===== src/rtl/staged_core_matrix_ctrl.sv =====
// Weight staging and run sequencer for the coupled-oscillator array. Writes land in a
// shadow store, and a commit copies the shadow store into the active copy that drives the fabric.
module staged_core_matrix_ctrl #(
    parameter int          N                = 8,
    parameter int          NUM_WEIGHTS      = 5,
    parameter int          WBITS            = $clog2(NUM_WEIGHTS),
    parameter logic [7:0]  WEIGHT_ADDR_MASK = 8'h01,
    parameter logic [7:0]  CTRL_ADDR_MASK   = 8'h02,
    parameter int          RST_CYCLES       = 4,
    parameter logic [31:0] DEFAULT_RUN      = 32'd1024
) (
    input  logic                           clk,
    input  logic                           axi_rst,
    input  logic                           wready,
    input  logic [31:0]                    wr_addr,
    input  logic [31:0]                    wdata,
    input  logic [31:0]                    rd_addr,
    output logic [31:0]                    rdata,
    input  logic [N-1:0]                   osc_in,
    output logic                           ising_rstn,
    output logic [N*(N-1)/2*WBITS-1:0]     weights,
    output logic                           busy,
    output logic                           done
);

    localparam int                NP         = N * (N - 1) / 2;
    localparam int                IDXW       = (NP > 1) ? $clog2(NP) : 1;
    localparam logic [10:0]       N_L        = 11'(N);
    localparam logic [WBITS-1:0]  W_MAX      = WBITS'(NUM_WEIGHTS - 1);
    localparam logic [WBITS-1:0]  W_ZERO     = WBITS'(NUM_WEIGHTS / 2);
    localparam logic [31:0]       RD_DEFAULT = 32'hAAAA_AAAA;
    localparam logic [31:0]       HOLD_LOAD  = 32'(RST_CYCLES - 1);

    typedef enum logic [1:0] {IDLE, RST_HOLD, RUN, SAMPLE} state_t;

    // Upper-triangle packing: row lo starts after the (N-1)+(N-2)+... entries of earlier rows.
    function automatic logic [IDXW-1:0] pair_idx(input logic [10:0] a, input logic [10:0] b);
        logic [10:0] lo;
        logic [10:0] hi;
        logic [31:0] t;
        lo = (a < b) ? a : b;
        hi = (a < b) ? b : a;
        t  = (32'(lo) * (32'(2 * N - 1) - 32'(lo))) / 32'd2 + 32'(hi) - 32'(lo) - 32'd1;
        return IDXW'(t);
    endfunction

    function automatic logic pair_ok(input logic [10:0] a, input logic [10:0] b);
        return (a != b) && (a < N_L) && (b < N_L);
    endfunction

    logic [WBITS-1:0] shadow_q [NP];
    logic [WBITS-1:0] active_q [NP];

    state_t           state_q, state_d;
    logic [31:0]      cnt_q, cnt_d;
    logic [31:0]      run_cycles_q;
    logic             done_q, done_d;
    logic             pending_q, pending_d;
    logic             rstn_q, rstn_d;
    logic [N-1:0]     snapshot_q, snapshot_d;
    logic [N-1:0]     osc_meta_q, osc_sync_q;
    logic [31:0]      rdata_q, rdata_d;
    logic             commit_now;

    // Write-side decode
    logic             wr_weight, wr_ctrl, wr_pair_ok;
    logic             commit_req, start_req, rc_write;
    logic [10:0]      wr_s, wr_d;
    logic [IDXW-1:0]  wr_idx;
    logic [WBITS-1:0] wr_val;

    assign wr_weight  = wready && (wr_addr[31:24] == WEIGHT_ADDR_MASK);
    assign wr_ctrl    = wready && (wr_addr[31:24] == CTRL_ADDR_MASK);
    assign wr_s       = wr_addr[12:2];
    assign wr_d       = wr_addr[23:13];
    assign wr_pair_ok = wr_weight && pair_ok(wr_s, wr_d);
    assign wr_idx     = pair_idx(wr_s, wr_d);
    assign wr_val     = (wdata[WBITS-1:0] > W_MAX) ? W_MAX : wdata[WBITS-1:0];
    assign commit_req = wr_ctrl && (wr_addr[7:2] == 6'd0) && wdata[0];
    assign start_req  = wr_ctrl && (wr_addr[7:2] == 6'd0) && wdata[1];
    assign rc_write   = wr_ctrl && (wr_addr[7:2] == 6'd2);

    // A write cycle also drives the read decode, so reads share the write address.
    logic [31:0]      rd_eff;
    logic [10:0]      rd_s, rd_d;
    logic [IDXW-1:0]  rd_idx;
    logic             unused_addr_lsbs;

    assign rd_eff           = wready ? wr_addr : rd_addr;
    assign rd_s             = rd_eff[12:2];
    assign rd_d             = rd_eff[23:13];
    assign rd_idx           = pair_idx(rd_s, rd_d);
    assign unused_addr_lsbs = ^rd_eff[1:0];

    always_comb begin
        rdata_d = RD_DEFAULT;
        if (rd_eff[31:24] == WEIGHT_ADDR_MASK) begin
            if (pair_ok(rd_s, rd_d)) begin
                rdata_d = 32'(shadow_q[rd_idx]);
            end
        end else if (rd_eff[31:24] == CTRL_ADDR_MASK) begin
            case (rd_eff[7:2])
                6'd1:    rdata_d = {29'b0, pending_q, done_q, busy};
                6'd2:    rdata_d = run_cycles_q;
                6'd3:    rdata_d = 32'(snapshot_q);
                default: rdata_d = RD_DEFAULT;
            endcase
        end
    end

    always_comb begin
        state_d    = state_q;
        cnt_d      = cnt_q;
        done_d     = done_q;
        pending_d  = pending_q;
        snapshot_d = snapshot_q;
        commit_now = 1'b0;
        case (state_q)
            IDLE: begin
                // Commit precedes start, so a combined COMMIT+START runs on the new weights.
                if (commit_req || pending_q) begin
                    commit_now = 1'b1;
                    pending_d  = 1'b0;
                end
                if (start_req) begin
                    state_d = RST_HOLD;
                    done_d  = 1'b0;
                    cnt_d   = HOLD_LOAD;
                end
            end
            RST_HOLD: begin
                if (cnt_q == 32'd0) begin
                    state_d = RUN;
                    cnt_d   = (run_cycles_q == 32'd0) ? 32'd0 : run_cycles_q - 32'd1;
                end else begin
                    cnt_d = cnt_q - 32'd1;
                end
            end
            RUN: begin
                if (cnt_q == 32'd0) begin
                    state_d = SAMPLE;
                end else begin
                    cnt_d = cnt_q - 32'd1;
                end
            end
            SAMPLE: begin
                snapshot_d = osc_sync_q;
                done_d     = 1'b1;
                state_d    = IDLE;
            end
            default: state_d = IDLE;
        endcase
        if ((state_q != IDLE) && commit_req) begin
            pending_d = 1'b1;
        end
        rstn_d = (state_d == RUN) || (state_d == SAMPLE);
    end

    always_ff @(posedge clk) begin
        if (axi_rst) begin
            state_q      <= IDLE;
            cnt_q        <= 32'd0;
            run_cycles_q <= DEFAULT_RUN;
            done_q       <= 1'b0;
            pending_q    <= 1'b0;
            rstn_q       <= 1'b0;
            snapshot_q   <= '0;
            osc_meta_q   <= '0;
            osc_sync_q   <= '0;
            rdata_q      <= RD_DEFAULT;
            for (int i = 0; i < NP; i++) begin
                shadow_q[i] <= W_ZERO;
                active_q[i] <= W_ZERO;
            end
        end else begin
            state_q    <= state_d;
            cnt_q      <= cnt_d;
            done_q     <= done_d;
            pending_q  <= pending_d;
            rstn_q     <= rstn_d;
            snapshot_q <= snapshot_d;
            osc_meta_q <= osc_in;
            osc_sync_q <= osc_meta_q;
            rdata_q    <= rdata_d;
            if (rc_write) begin
                run_cycles_q <= wdata;
            end
            if (commit_now) begin
                active_q <= shadow_q;
            end
            if (wr_pair_ok) begin
                shadow_q[wr_idx] <= wr_val;
            end
        end
    end

    generate
        for (genvar gi = 0; gi < NP; gi++) begin : g_weights
            assign weights[gi*WBITS +: WBITS] = active_q[gi];
        end
    endgenerate

    assign rdata      = rdata_q;
    assign ising_rstn = rstn_q;
    assign busy       = (state_q != IDLE);
    assign done       = done_q;

endmodule


===== config.mk =====
export PLATFORM = sky130hd
export DESIGN_NAME = staged_core_matrix_ctrl
export DESIGN_NICKNAME = d
export VERILOG_FILES = /design/src/rtl/staged_core_matrix_ctrl.sv
export SDC_FILE = /design/constraint.sdc
export NUM_CORES = 1
export LEC_CHECK = 0
export ABC_AREA = 1
export BUFFER_PORTS_ARGS = -buffer_cell sky130_fd_sc_hd__buf_4
export CORE_ASPECT_RATIO = 0.5
export CORE_MARGIN = 3
export CORE_UTILIZATION = 30
export DETAILED_ROUTE_END_ITERATION = 8
export MAX_ROUTING_LAYER = met4
export PLACE_DENSITY = 0.44
export RECOVER_POWER = 50
export SLEW_MARGIN = 0
export SYNTH_ARGS = -nofsm -noshare
export SYNTH_HDL_FRONTEND = slang
export SYNTH_SLANG_ARGS = --single-unit

===== constraint.sdc =====
create_clock -name clk -period 8.4 [get_ports clk]
set_clock_uncertainty 0.05 [all_clocks]
set_input_delay 0.42 -clock clk [delete_from_list [all_inputs] [get_ports clk]]
set_output_delay 0.42 -clock clk [all_outputs]
set_load 0.02 [all_outputs]

After elaboration in Yosys (flattened, before gate mapping). Cells that the tools add are included.

Input bits: 107. Output and inout bits: 119. Register bits: 293. Logic and storage cells: 166.

Eq/ne operators: 17. $add $sub $neg: 10. Magnitude comparators: 10. Multipliers: 2. Mux-type cells: 32. Bitwise operators: 2. Reduce and logical (&&, ||, !) cells: 27.

Operators by type and width (number): 32-bit 2-to-1 mux (8); 32-bit case mux with 3 select lines (2); 84-bit bitwise mux (1); 32-bit zero test (2); 32-bit by 1-bit subtractor with 32-bit output, second input constant (2); 11-bit by 4-bit < comparator with 1-bit output, second input constant (4); 12-bit by 12-bit multiplier with 6-bit output (2); 4-bit by 11-bit subtractor with 12-bit output, first input constant (2); 11-bit < comparator (2); 11-bit 2-to-1 mux (2); 11-bit != test (2); 6-bit by 2-bit == test with 1-bit output, second input constant (3); 8-bit by 1-bit == test with 1-bit output, second input constant (2); 8-bit by 2-bit == test with 1-bit output, second input constant (2); 3-bit binary-select mux with 5-bit select (1); 3-bit demux with 5-bit select (1); 1-bit logical AND (13); 6-bit greater-or-equal comparator, second input constant (2); 3-bit 2-to-1 mux (4); 5-bit NOT with 6-bit output (2); 5-bit adder (2); 5-bit 2-to-1 mux (2); 5-bit by 1-bit subtractor with 5-bit output, second input constant (2); 5-bit subtractor (2); 17 further kinds (33).

Longest topological paths before layout.
Depth in word-level cells: 14. Mapped depth: 38. Gate-level depth less buffers: 35.

Worst setup path before layout. OpenSTA, ideal clock, no wires.

Path type: input port to flip-flop. Start: in wready. End: reg rdata_q[1] (netlist: rdata[1]). Library setup time: 115 ps. Cell stages on the path: 30. Path slack: 2467 ps. Buffers on the path: 4. Data required time: 8235 ps. Arrival time: 5769 ps. Path through: buf_2 > buf_4 > clkbuf_1 > nand2_1 > o21ai_0 > inv_1 > ha_1 > a21oi_1 > nand2_1 > a21oi_1 > nand3_1 > buf_2 > nand2_1 > o21ai_0 > ha_1 > inv_1 > ha_1 > ha_1 > fa_1 > ha_1 > ha_1 > ha_1 > ha_1 > xnor2_1 > nor2_1 > a32o_1 > nand3_1 > nand2_1 > nand2_1 > nand2_1.

Cells in the longest elaborated chain, start to end: 14. Elaborated cells on any way between the ends: 27. Classes of those cells: add/sub (4); mul (1); order compare (3); eq/ne (6); mux (10); bitwise (1); reduce/logical (2).

RTL lines: start: declaration (RTL line 14) `input logic wready,`; 32-bit 2-to-1 mux (*) (RTL line 89) `assign rd_eff = wready ? wr_addr : rd_addr;`; 11-bit < comparator (RTL line 41, 42); 11-bit 2-to-1 mux (RTL line 41) `lo = (a < b) ? a : b;`; 4-bit by 11-bit subtractor with 12-bit output (RTL line 43) `t = (32'(lo) * (32'(2 * N - 1) - 32'(lo))) / 32'd2 + 32'(hi) - 32'(lo) - 32'd1;`; 12-bit by 12-bit multiplier with 6-bit output (RTL line 43); 5-bit adder (RTL line 43); 5-bit subtractor (RTL line 43); 5-bit by 1-bit subtractor with 5-bit output (RTL line 43); 5-bit NOT with 6-bit output (implied by the code) (RTL line 99) `rdata_d = 32'(shadow_q[rd_idx]);`; 3-bit binary-select mux with 5-bit select (RTL line 99); 3-bit 2-to-1 mux (implied by the code) (2 in a row) (RTL line 99); 32-bit 2-to-1 mux (RTL line 98) `if (pair_ok(rd_s, rd_d)) begin`; 32-bit 2-to-1 mux (*) (RTL line 97) `if (rd_eff[31:24] == WEIGHT_ADDR_MASK) begin`; end signal: assignment (RTL line 184) `rdata_q <= rdata_d;`; end: declaration (RTL line 62) `logic [31:0] rdata_q, rdata_d;`.

Every way passes the cells marked *; elsewhere a longest branch is shown, timed or not. The select of a mux whose other input is x is not followed. A chain may end at the register's enable or synchronous reset.

==> results_dict.tcl <==
set metrics [dict create \
    r2r_slack_ns 4.82 \
    cts_max_level 1 \
    stdcell_area_um2 19400 \
    ant_nets 0 \
    final_common_cell "nand2_1" \
    total_power_mw 5.49 \
    die_area_um2 57200 \
    cts_root_buf "clkbuf_16" \
    worst_slew_pin_slew_ns 2.48 \
    syn_inst 2396 \
    multi_input_area_um2 9020 \
    clock_latency_ns 0.60 \
    n_antenna_cell 0 \
    status "complete, but fails checks" \
    drtPass1Iterations 6 \
    min_path_type "in -> reg" \
    rsz0062_at_grt "false" \
    syn_avg_cell_area_um2 6.79 \
    critPathKind "in -> reg" \
    routed_via_density 4.87 \
    antenna_found_initial 0 \
    clockBufferDepth 3 \
    grt_pass1_vias 15632 \
    period_share 0.794 \
    cp-start-kind "input port" \
    drt_iter0_drc 1085 \
    ys_types 60 \
    end_kind "register" \
    avgRoutedWirePerCell_um 17.8 \
    finalNonFillerCells 3300 \
    io_buffers 221 \
    numClockSinks 292 \
    reg2reg_from "cnt_q[12]" \
    setup_slack_ns 1.73 \
    cts_tree "done" \
    cap_violations 5 \
    dp_cells 3236 \
    final_cell_mix "nand2_1 (475), nor2_1 (394), dfxtp_1 (292), inv_1 (240), o21ai_0 (196)" \
    grt_usage 0.207 \
    reg2reg_depth 13 \
    vias 16086 \
    place_ws_ns 1.50 \
    finish.utilization 0.367 \
    dp_hpwl_um 42400 \
    rows 59 \
    area.sequential_um2 5850 \
    finalMaxSlewViolations 233 \
    pwr_density_cell_nw_per_um2 283 \
    synth_nets 2581 \
    drc 0 \
    initial_core_util 0.308 \
    core_um2 52800 \
    r2r-end "cnt_q[21]" \
    synth.ff_latch_count 292 \
    synthToLayoutAreaGrowth_pct 19.1 \
    yosys_warnings 0 \
    cp_max_fo 80 \
    yosysSeqAreaShare 0.359 \
    overflow 0 \
    drt-total-wl_um 58900 \
    hold_depth 3 \
    tns_ns 0 \
    fin_crit_ns 6.67 \
    holdWs_ns 0.0202 \
    min-delay-start "wdata[5]" \
    finalHoldViolCount 0 \
    ios 226 \
    cts_buffers 30 \
    clkTransAtPathRegs_ns 0.07 \
    fillers 5888 \
    die_h_um 171 \
    postCtsSetupBuffers 0 \
    final_nets 2760 \
    max_freq_ghz 0.150 \
    leakage_nw 8.85 \
    grt_pass1_wl_um 90700 \
    hold_path_end "run_cycles_q[5]" \
    vdd_drop_max_mv 0.231 \
    syn-cell-area_um2 16300 \
    slew_headroom -0.651 \
    layout-drive-gt1-share 0.0927 \
    setup_viol 0 \
    violations "max-capacitance violations, max-slew violations" \
    die_w_um 335 \
    grt_max_degree 85 \
    gp_congestion 0.866 \
    dpl_cell_area_um2 18600 \
    critical_path_required_ns 8.81 \
    cp_data_arrival_time_ns 7.08 \
]
cell usage after synthesis (all sizes together):
library cell / instances / area (µm²)
nand3b: 6 / 61.3
inv: 246 / 923
o311a: 1 / 10.0
or2: 2 / 12.5
a21o: 5 / 37.5
nand4: 80 / 557
o22ai: 17 / 106
a32oi: 3 / 26.3
nor2: 408 / 1580
nor4: 8 / 62.6
nor3: 52 / 265
nand2: 488 / 1880
dfxtp: 292 / 5850
o211ai: 22 / 170
o21bai: 7 / 52.6
buf: 27 / 150
fa: 4 / 80.1
o21ai: 206 / 1030
a211o: 1 / 8.76
a211oi: 31 / 233
and3: 2 / 12.5
o311ai: 2 / 17.5
clkbuf: 86 / 323
a41oi: 1 / 8.76
a221oi: 1 / 8.76
clkinv: 5 / 18.8
nand3: 138 / 708
nor3b: 1 / 7.51
ha: 74 / 926
xor2: 36 / 315
and2: 1 / 6.26
o221ai: 5 / 43.8
a31oi: 3 / 18.8
xnor2: 11 / 96.3
a32o: 1 / 10.0
a22o: 1 / 8.76
nor4b: 1 / 8.76
a21oi: 121 / 624
cell families after synthesis:
kind of cell    after synthesis  synth area share
compound gates              428             0.149
buf+inv                     364            0.0870
simple gates               1187             0.318
fa+ha+maj                    78            0.0619
flops                       292             0.359
xor+xnor                     47            0.0253
area by class of cell:
class	instances	area share
clock buffers	40	0.0448
clock inverters	16	0.0160
inverters	251	0.0487
multi-input cells	1740	0.466
flip-flops and latches	292	0.302
well taps	701	0.0453
repair buffers	260	0.0778
routing by layer:
| metal | vias up | global-route usage | wire length, µm |
|---|---|---|---|
| met5 | - | - | 0 |
| met3 | 73 | 0.0258 | 2330 |
| met4 | 0 | 0.0359 | 1100 |
| met2 | 306 | 0.361 | 28600 |
| met1 | 7446 | 0.261 | 26800 |
| li1 | 8261 | - | - |
worst max-delay path by stage:
stage / startpoint / to / slack, ns
2_1_floorplan: wready / rdata[1] / 2.47
3_3_place_gp: wready / rdata[1] / 1.50
3_5_place_dp: wready / rdata[1] / 1.50
4_1_cts: wready / rdata[1] / 2.10
5_1_grt: axi_rst / weights[30] / 1.19
6_report: axi_rst / weights[30] / 1.73
flip-flops by register name (all words and copies together) (netlist names), 8 cells and up:
register      flops
shadow_q         84
cnt_q            32
osc_meta_q        8
weights          84
snapshot_q        8
rdata            32
run_cycles_q     32
osc_sync_q        8
timing repair:
action,in CTS,in global routing
endpoints found under the hold margin,8,0
hold buffers,8,0
resized for setup,0,0
power breakdown:
part | switching, mW | internal (mW)
Combinational | 1.77 | 0.730
Clock | 0.623 | 0.974
Sequential | 0.00522 | 1.39
Total | 2.40 | 3.10
critical path: stages:
cell	delay, ns
clkbuf_1	1.72
clkinvlp_2	2.75
clkbuf_1	1.15
buf_4	0.65
o21ai_0	0.20
a21oi_1	0.06
(Power assumes the default switching activity.)
